**config.mk**
```make
export PLATFORM = sky130hd
export DESIGN_NAME = io_out_serializer
export DESIGN_NICKNAME = d
export VERILOG_FILES = /design/src/rtl/io_out_serializer.sv
export SDC_FILE = /design/constraint.sdc
export NUM_CORES = 1
export LEC_CHECK = 0
export ABC_AREA = 1
export BUFFER_PORTS_ARGS = -buffer_cell sky130_fd_sc_hd__buf_4
export CAP_MARGIN = 20
export CORE_MARGIN = 4
export CORE_UTILIZATION = 45
export DETAILED_ROUTE_END_ITERATION = 12
export PLACE_DENSITY = 0.6
export SLEW_MARGIN = 20
export SYNTH_ARGS = -nofsm -noshare
export SYNTH_HDL_FRONTEND = slang
export SYNTH_SLANG_ARGS = --single-unit
```
**constraint.sdc**
```tcl
create_clock -name clk -period 5.57 [get_ports clk]
set_input_delay 0.2785 -clock clk [delete_from_list [all_inputs] [get_ports clk]]
set_output_delay 0.2785 -clock clk [all_outputs]
set_load 0.05 [all_outputs]
```
**src/rtl/io_out_serializer.sv**
```systemverilog
// io_out_serializer: buffers core output-port words in a small FIFO and streams
// each word out as four bytes, least-significant byte first, over valid/ready.
module io_out_serializer #(
  parameter int DEPTH  = 4,
  parameter int DATA_W = 32
) (
  input  logic                   clk,
  input  logic                   rst,
  input  logic                   wr_en,
  input  logic [DATA_W-1:0]      wr_data,
  output logic                   full,
  output logic [$clog2(DEPTH):0] count,
  output logic                   byte_valid,
  output logic [7:0]             byte_data,
  output logic                   byte_last,
  input  logic                   byte_ready,
  output logic                   overflow,
  input  logic                   clr_ovf
);

  localparam int PTR_W = $clog2(DEPTH);
  localparam int CNT_W = PTR_W + 1;
  localparam logic [CNT_W-1:0] DEPTH_C = CNT_W'(DEPTH);

  typedef enum logic {
    IDLE = 1'b0,
    SEND = 1'b1
  } state_t;

  logic [DATA_W-1:0] mem_r [DEPTH];
  logic [PTR_W-1:0]  wr_ptr_r;
  logic [PTR_W-1:0]  rd_ptr_r;
  logic [CNT_W-1:0]  count_r;
  logic [CNT_W-1:0]  count_next_s;
  logic              full_r;
  logic              overflow_r;
  state_t            state_r;
  state_t            state_next_s;
  logic [DATA_W-1:0] shreg_r;
  logic [DATA_W-1:0] shreg_next_s;
  logic [1:0]        byte_cnt_r;
  logic [1:0]        byte_cnt_next_s;
  logic              byte_last_r;
  logic              pop_s;
  logic              push_s;
  logic              drop_s;

  // A pop frees a slot in the same cycle, so a full FIFO can still accept a word.
  assign push_s = wr_en & ((count_r != DEPTH_C) | pop_s);
  assign drop_s = wr_en & ~push_s;

  assign full       = full_r;
  assign count      = count_r;
  assign overflow   = overflow_r;
  assign byte_valid = (state_r == SEND);
  assign byte_data  = shreg_r[7:0];
  assign byte_last  = byte_last_r;

  // Serializer next-state: load from FIFO head, shift on accept, reload back-to-back.
  always_comb begin
    state_next_s    = state_r;
    shreg_next_s    = shreg_r;
    byte_cnt_next_s = byte_cnt_r;
    pop_s           = 1'b0;
    case (state_r)
      IDLE: begin
        if (count_r != {CNT_W{1'b0}}) begin
          pop_s           = 1'b1;
          shreg_next_s    = mem_r[rd_ptr_r];
          byte_cnt_next_s = 2'd0;
          state_next_s    = SEND;
        end else begin
          state_next_s = IDLE;
        end
      end
      SEND: begin
        if (byte_ready) begin
          if (byte_cnt_r != 2'd3) begin
            shreg_next_s    = {8'h00, shreg_r[DATA_W-1:8]};
            byte_cnt_next_s = byte_cnt_r + 2'd1;
          end else if (count_r != {CNT_W{1'b0}}) begin
            pop_s           = 1'b1;
            shreg_next_s    = mem_r[rd_ptr_r];
            byte_cnt_next_s = 2'd0;
          end else begin
            state_next_s = IDLE;
          end
        end else begin
          state_next_s = SEND;
        end
      end
      default: begin
        state_next_s = IDLE;
      end
    endcase
  end

  // Occupancy update from this cycle's push/pop pair.
  always_comb begin
    count_next_s = count_r;
    case ({push_s, pop_s})
      2'b10:   count_next_s = count_r + CNT_W'(1);
      2'b01:   count_next_s = count_r - CNT_W'(1);
      default: count_next_s = count_r;
    endcase
  end

  // FIFO storage; contents are meaningless while count is zero, so no reset.
  always_ff @(posedge clk) begin
    if (push_s) begin
      mem_r[wr_ptr_r] <= wr_data;
    end
  end

  // Control, pointer, serializer and sticky-flag registers.
  always_ff @(posedge clk or posedge rst) begin
    if (rst) begin
      state_r     <= IDLE;
      shreg_r     <= {DATA_W{1'b0}};
      byte_cnt_r  <= 2'd0;
      byte_last_r <= 1'b0;
      wr_ptr_r    <= {PTR_W{1'b0}};
      rd_ptr_r    <= {PTR_W{1'b0}};
      count_r     <= {CNT_W{1'b0}};
      full_r      <= 1'b0;
      overflow_r  <= 1'b0;
    end else begin
      state_r     <= state_next_s;
      shreg_r     <= shreg_next_s;
      byte_cnt_r  <= byte_cnt_next_s;
      byte_last_r <= (state_next_s == SEND) && (byte_cnt_next_s == 2'd3);
      count_r     <= count_next_s;
      full_r      <= (count_next_s == DEPTH_C);
      if (push_s) begin
        wr_ptr_r <= wr_ptr_r + PTR_W'(1);
      end
      if (pop_s) begin
        rd_ptr_r <= rd_ptr_r + PTR_W'(1);
      end
      // A drop in the same cycle as a clear must leave the flag set.
      if (drop_s) begin
        overflow_r <= 1'b1;
      end else if (clr_ovf) begin
        overflow_r <= 1'b0;
      end
    end
  end

endmodule

```
==> flow_summary.ini, run 1 <==
[synthesis]
synth_nets = 638
yosysWarnings = 0
synthesis.area_um2 = 7170
ys_seq_area_share_pct = 69.3
synthCells = 595
ys_ff_latch = 173
synth_edf_count = 128
synth_cell_type_count = 37
synth_ff_type = edfxtp_1
ys_async_sr_fraction_pct = 26.0
syn_area_per_cell_um2 = 12.0

[drt]
wl_per_cell_um = 17.9
drc_errors = 0
viasPerCell = 5.27
firstDrtPassIters = 4
antenna_left = 0
vias = 4539
drtIter0Drc = 353
drt-total-wl_um = 15500

[layout]
layout_commonest_cell = edfxtp_1
areaGrowthSynthToFinish_pct = 15.0
mostFrequentLayoutCells = edfxtp_1, nand2_1, o21ai_0
fill_cells = 1387
drive_gt1_share_pct = 20.9
multi_input_area_um2 = 1840
final_util_pct = 53.4
seq_area_um2 = 4970
final_nets = 681
antenna_cells = 0

[timing]
setup_viol = 0
tns_ns = 0
tightest_slew_ns = 0.710
maxSlewViolCount = 0
relSlewSlack_pct = 52.6
rsz0062_at_grt = false
timing.final.crit_share_pct = 41.5
hold_viol = 0
min_period_ns = 2.31
fin_ws_ns = 3.26
fmaxAchievable_ghz = 0.432
fin_worst_skew_ns = 0.00846

[die]
initial_utilization_pct = 46.5
die_w_um = 134
io_pins = 52
coreArea_um2 = 15400
die_y_um = 134
rows = 45
dieArea_um2 = 18000

[cts]
cts.reportedPaths.clkPinSlew_ns = 0.07
clkLatencyLatePin_ns = 0.42
cts_buffers = 17
cts_root_buf = clkbuf_16
clock_path_buffers = 2
cts_sinks = 173
cts_setup_buffers = 0
cts_resized = 0
tritoncts = built
cts_hold_buf = 0
cts_max_level = 4

[worst_setup_path]
r2r_start = byte_cnt_r[0]
cp-end-kind = flip-flop
reg2reg_slack_ns = 3.26
setup.worst_path.start_class = flip-flop
cp-startpoint = byte_cnt_r[0]
cp.arrival_ns = 2.37
critPathKind = flip-flop to flip-flop
critPathMaxFanout = 32
worst_ep_required_time_ns = 5.63

[global_route]
grt_max_degree = 66
grt_pass1_wl_um = 24100
antenna_found_initial = 0
grtUsageTotal_pct = 17.6
grt_pass1_vias = 4455
overflow = 0

[power]
switching_share_pct = 38.3
peakVddDrop_uv = 265
power_density_nw_per_um2 = 547
sequentialPowerShare_pct = 41.6
p_switching_mw = 1.73
pwr-share-clk_pct = 24.2
p_leak_nw = 3.23
power.internal_mw = 2.79
combPwrFrac_pct = 34.2

[run_status]
status = finished clean

[hold_path]
min_path_type = input port to flip-flop
hold_path_startpoint = wr_data[30]

[placed_design]
place_congestion = 0.798
pre_cts_ws_ns = 3.28
place_hpwl_um = 9400
portBuffers = 51

[job]
cap_viol_max_count = 0
## sequential cells by signal (all words and copies together), names as in the netlist, 2 cells and up
name,cells
byte_cnt_r,2
count,3
mem_r,128
rd_ptr_r,2
shreg_r,32
wr_ptr_r,2
## kinds of logic (layout without fill, tap and decap cells)
| family | after synthesis | in the layout | synth area share [%] |
|---|---|---|---|
| fa+ha+maj | 6 | 6 | 1.15 |
| simple gates | 193 | 193 | 12.0 |
| compound gates | 150 | 150 | 12.1 |
| buf+inv | 71 | 127 | 5.20 |
| xor+xnor | 2 | 2 | 0.244 |
| flops | 173 | 173 | 69.3 |
## final cells by class
cell class                 count  share of cell area, %
clock buffer                  20                   5.55
clock inverter                12                   1.00
inverter                      34                   1.76
multi-input combinational    351                   22.3
sequential                   173                   60.3
tap                          211                   3.20
timing repair buffer          61                   5.92
## synth_stat cells, types with 2 or more instances
| master | instances | area share (%) |
|---|---|---|
| dfrtp_1 | 45 | 16 |
| ha_1 | 5 | 0.87 |
| o31ai_1 | 5 | 0.52 |
| inv_2 | 3 | 0.16 |
| o22ai_1 | 26 | 2.3 |
| xor2_1 | 2 | 0.24 |
| nor2_1 | 57 | 3.0 |
| clkbuf_1 | 8 | 0.42 |
| nand2_1 | 107 | 5.6 |
| buf_4 | 10 | 1.0 |
| a21oi_1 | 25 | 1.7 |
| inv_1 | 28 | 1.5 |
| a22o_1 | 2 | 0.24 |
| nand3_1 | 7 | 0.49 |
| buf_6 | 2 | 0.31 |
| inv_6 | 2 | 0.24 |
| edfxtp_1 | 128 | 54 |
| a21oi_2 | 10 | 1.2 |
| buf_2 | 15 | 1.0 |
| o21ai_0 | 68 | 4.7 |
| nor2_2 | 11 | 0.96 |
| o21ai_1 | 9 | 0.63 |
| nor2_8 | 2 | 0.56 |
| nand2_4 | 5 | 0.79 |
## critical path: stages, from the launching register on
cell and delay, ns:
dfrtp_1 0.41, ha_1 0.17, inv_1 0.06, nand2_4 0.28, nand2_4 0.11, nor2_8 0.21, o21ai_4 0.12, nor2_2 0.11
buf_4 0.44
## final timing paths
kind | cells past startpoint | endpoint
max | 8 | mem_r[2][25]
min reg2reg | 2 | shreg_r[29]
max in group asynchronous | 4 | shreg_r[29]
min | 1 | mem_r[1][30]
min in group asynchronous | 3 | count[0]
max reg2reg | 8 | mem_r[2][25]
## per-stage QoR
step | instances | instance area, um2 | hold slack, ns | power [mW]
final | 862 | 8250 | 0.0498 | 4.51
after floorplan | 595 | 7170 | 0.377 | 3.01
after global routing | 862 | 8250 | 0.0341 | 4.78
after detailed placement | 828 | 7670 | 0.483 | 3.45
after CTS | 860 | 8210 | 0.0287 | 4.55
after global placement | 827 | 7650 | 0.480 | 3.39
## routing by layer
metal  GRT usage [%]  part of all wire (%)  vias to the layer above
met1            24.8                    45                     2226
li1                -                     -                     2152
met5               0                     0                        -
met4            9.05                   3.0                        0
met3            3.41                   6.0                       33
met2            26.1                    46                      128
## power groups by stage
stage	combinational, mW	sequential, mW	clock, mW
2_1_floorplan	1.09	1.92	0
3_3_place_gp	1.51	1.89	0
3_5_place_dp	1.55	1.90	0
4_1_cts	1.56	1.87	1.11
5_1_grt	1.71	1.91	1.16
6_report	1.54	1.88	1.09
Power figures use the tool's default switching activity.
==> inputs of run 2 (changes only) <==
==> constraint.sdc (replaced) <==
create_clock -name clk -period 2.2 [get_ports clk]
set_input_delay 0.11 -clock clk [delete_from_list [all_inputs] [get_ports clk]]
set_output_delay 0.11 -clock clk [all_outputs]
set_load 0.05 [all_outputs]
==> run 2 against run 1 <==
Effect of this change:
- power grew to 2.6 times the previous value
- combinational power increased to 2.7 times the previous value
- fmax grew 21%
- routed wire length up 0.70%
- via count rose by 0.95%
- die area unchanged
- sequential share of layout area is 2.9 points lower
- highest routed layer unchanged
- hold slack got worse by 0.027 ns
- sequential power rose to 2.5 times the previous value
- first-iteration DRC count is 17% higher
==> flow_summary.ini, run 2 (synthesis gave the netlist of run 1 again) <==
[layout]
areaGrowthSynthToFinish_pct = 20.8
layout_commonest_cell = edfxtp_1
final_util_pct = 56.1
seq_area_um2 = 4970
fin_area_um2 = 8660
final_nets = 718
fill_cells = 1314
antenna_cells = 0
mostFrequentLayoutCells = edfxtp_1, nand2_1, o21ai_0
drive_gt1_share_pct = 19.9
multi_input_area_um2 = 1840
largest_reg_flops = 128
regMostFlops = mem_r

[die]
io_pins = 52
coreArea_um2 = 15400
rows = 45
die_y_um = 134
dieArea_um2 = 18000
initial_utilization_pct = 46.5
die_w_um = 134

[placed_design]
place_hpwl_um = 9450
place_congestion = 0.803
pre_cts_ws_ns = 0.318
portBuffers = 51
place_area_um2 = 7800

[cts]
cts_setup_buffers = 0
cts_resized = 0
clkLatencyLatePin_ns = 0.42
cts_buffers = 17
cts_max_level = 4
cts_sinks = 173
cts.reportedPaths.clkPinSlew_ns = 0.06
clock_path_buffers = 2
cts_root_buf = clkbuf_16
tritoncts = built
cts_hold_buf = 34

[global_route]
grtUsageTotal_pct = 18.2
grt_pass1_vias = 4659
overflow = 0
antenna_found_initial = 0
grt_max_degree = 49
grt_pass1_wl_um = 25000

[power]
sequentialPowerShare_pct = 41.0
p_leak_nw = 3.38
power.internal_mw = 7.17
pwr-share-clk_pct = 23.1
power_density_nw_per_um2 = 1340
peakVddDrop_uv = 722
combPwrFrac_pct = 35.9
p_switching_mw = 4.40
switching_share_pct = 38.0

[hold_path]
min_path_type = input port to flip-flop
hold_depth = 3
hold_path_startpoint = byte_ready

[worst_setup_path]
crit_slowest_cell = fa_1
cp_num_cells = 11
cp-end-kind = flip-flop
critPathMaxFanout = 7
setup.worst_path.start_class = flip-flop
path_cells = ha_1 > inv_1 > nand2_4 > nand2_4 > nor2_8 > nand2_4 > fa_1 > nand3_1 > nand2_1 > nand2_1 > nor2_1
worst_ep_required_time_ns = 2.55
cp_common_cell = nand2_4
worstRegToRegCells = 11
critPathBufInv = 1
critPathKind = flip-flop to flip-flop
cp.arrival_ns = 2.27
cp_top_family = simple AND/OR/NAND/NOR gates
cpPeakStageDelay_ns = 0.50
r2r_start = byte_cnt_r[0]
cp-startpoint = byte_cnt_r[0]

[timing]
fin_hold_ws_ns = 0.0224
timing.final.crit_share_pct = 87.0
rsz0062_at_grt = false
fmaxAchievable_ghz = 0.523
tns_ns = 0
setup_viol = 0
hold_viol = 0
relSlewSlack_pct = 69.6
maxSlewViolCount = 0
fin_ws_ns = 0.286
tightest_slew_ns = 0.452
min_period_ns = 1.91
fin_worst_skew_ns = 0.00621

[drt]
drtIter0Drc = 414
drt-total-wl_um = 15600
vias = 4582
firstDrtPassIters = 5
viasPerCell = 5.10
antenna_left = 0
drc_errors = 0
wl_per_cell_um = 17.3

[job]
cap_viol_max_count = 0

[run_status]
status = finished clean
## run 2: cell types whose count changed in the layout (fill, tap and decap cells not counted), moves of 2 or more
cell	before	now
clkinvlp_4	0	5
buf_12	0	8
clkinv_1	1	3
dlygate4sd3_1	1	34
buf_4	58	56
inv_4	6	0
## run 2: power by group through the flow
stage               sequential [mW]  clock [mW]  combinational (mW)
floorplan                      4.85           0                2.77
global placement               4.78           0                4.05
detailed placement             4.80           0                4.14
CTS                            4.75        2.73                4.20
global route                   4.81        2.86                4.58
finish                         4.74        2.67                4.16
## run 2: through the flow
stage,std cells,power [mW]
3_5_place_dp,833,8.95
6_report,899,11.6
3_3_place_gp,833,8.83
5_1_grt,899,12.3
4_1_cts,899,11.7
2_1_floorplan,595,7.62
## run 2: metal layers
layer  GRT usage, %  vias up  wire length [um]
li1               -     2234                 -
met1           25.0     2231              7110
met2           29.6      102              7610
met3           3.26       15               647
met4           5.71        0               215
met5              0        -                 0
## run 2: worst paths after layout
kind	to	slack, ns
max reg2reg	full	0.29
min reg2reg	shreg_r[7]	0.52
max in group asynchronous	shreg_r[21]	1.26
max	full	0.29
min	byte_cnt_r[0]	0.02
min in group asynchronous	count[1]	0.22
## run 2: final cells by class
cell class,instances,area share (%)
clock inverter,14,1.08
timing repair buffer,98,10.6
multi-input combinational,351,21.2
tap,211,3.05
inverter,34,1.68
clock buffer,18,4.96
sequential,173,57.4
## run 2: worst register-to-register path, delay by kind of cell (launching register included)
kind	cells	cell delay, ns
adders and majority gates	2	0.66
buffers and inverters	1	0.06
DFF	1	0.40
and+or+nand+nor	8	0.72
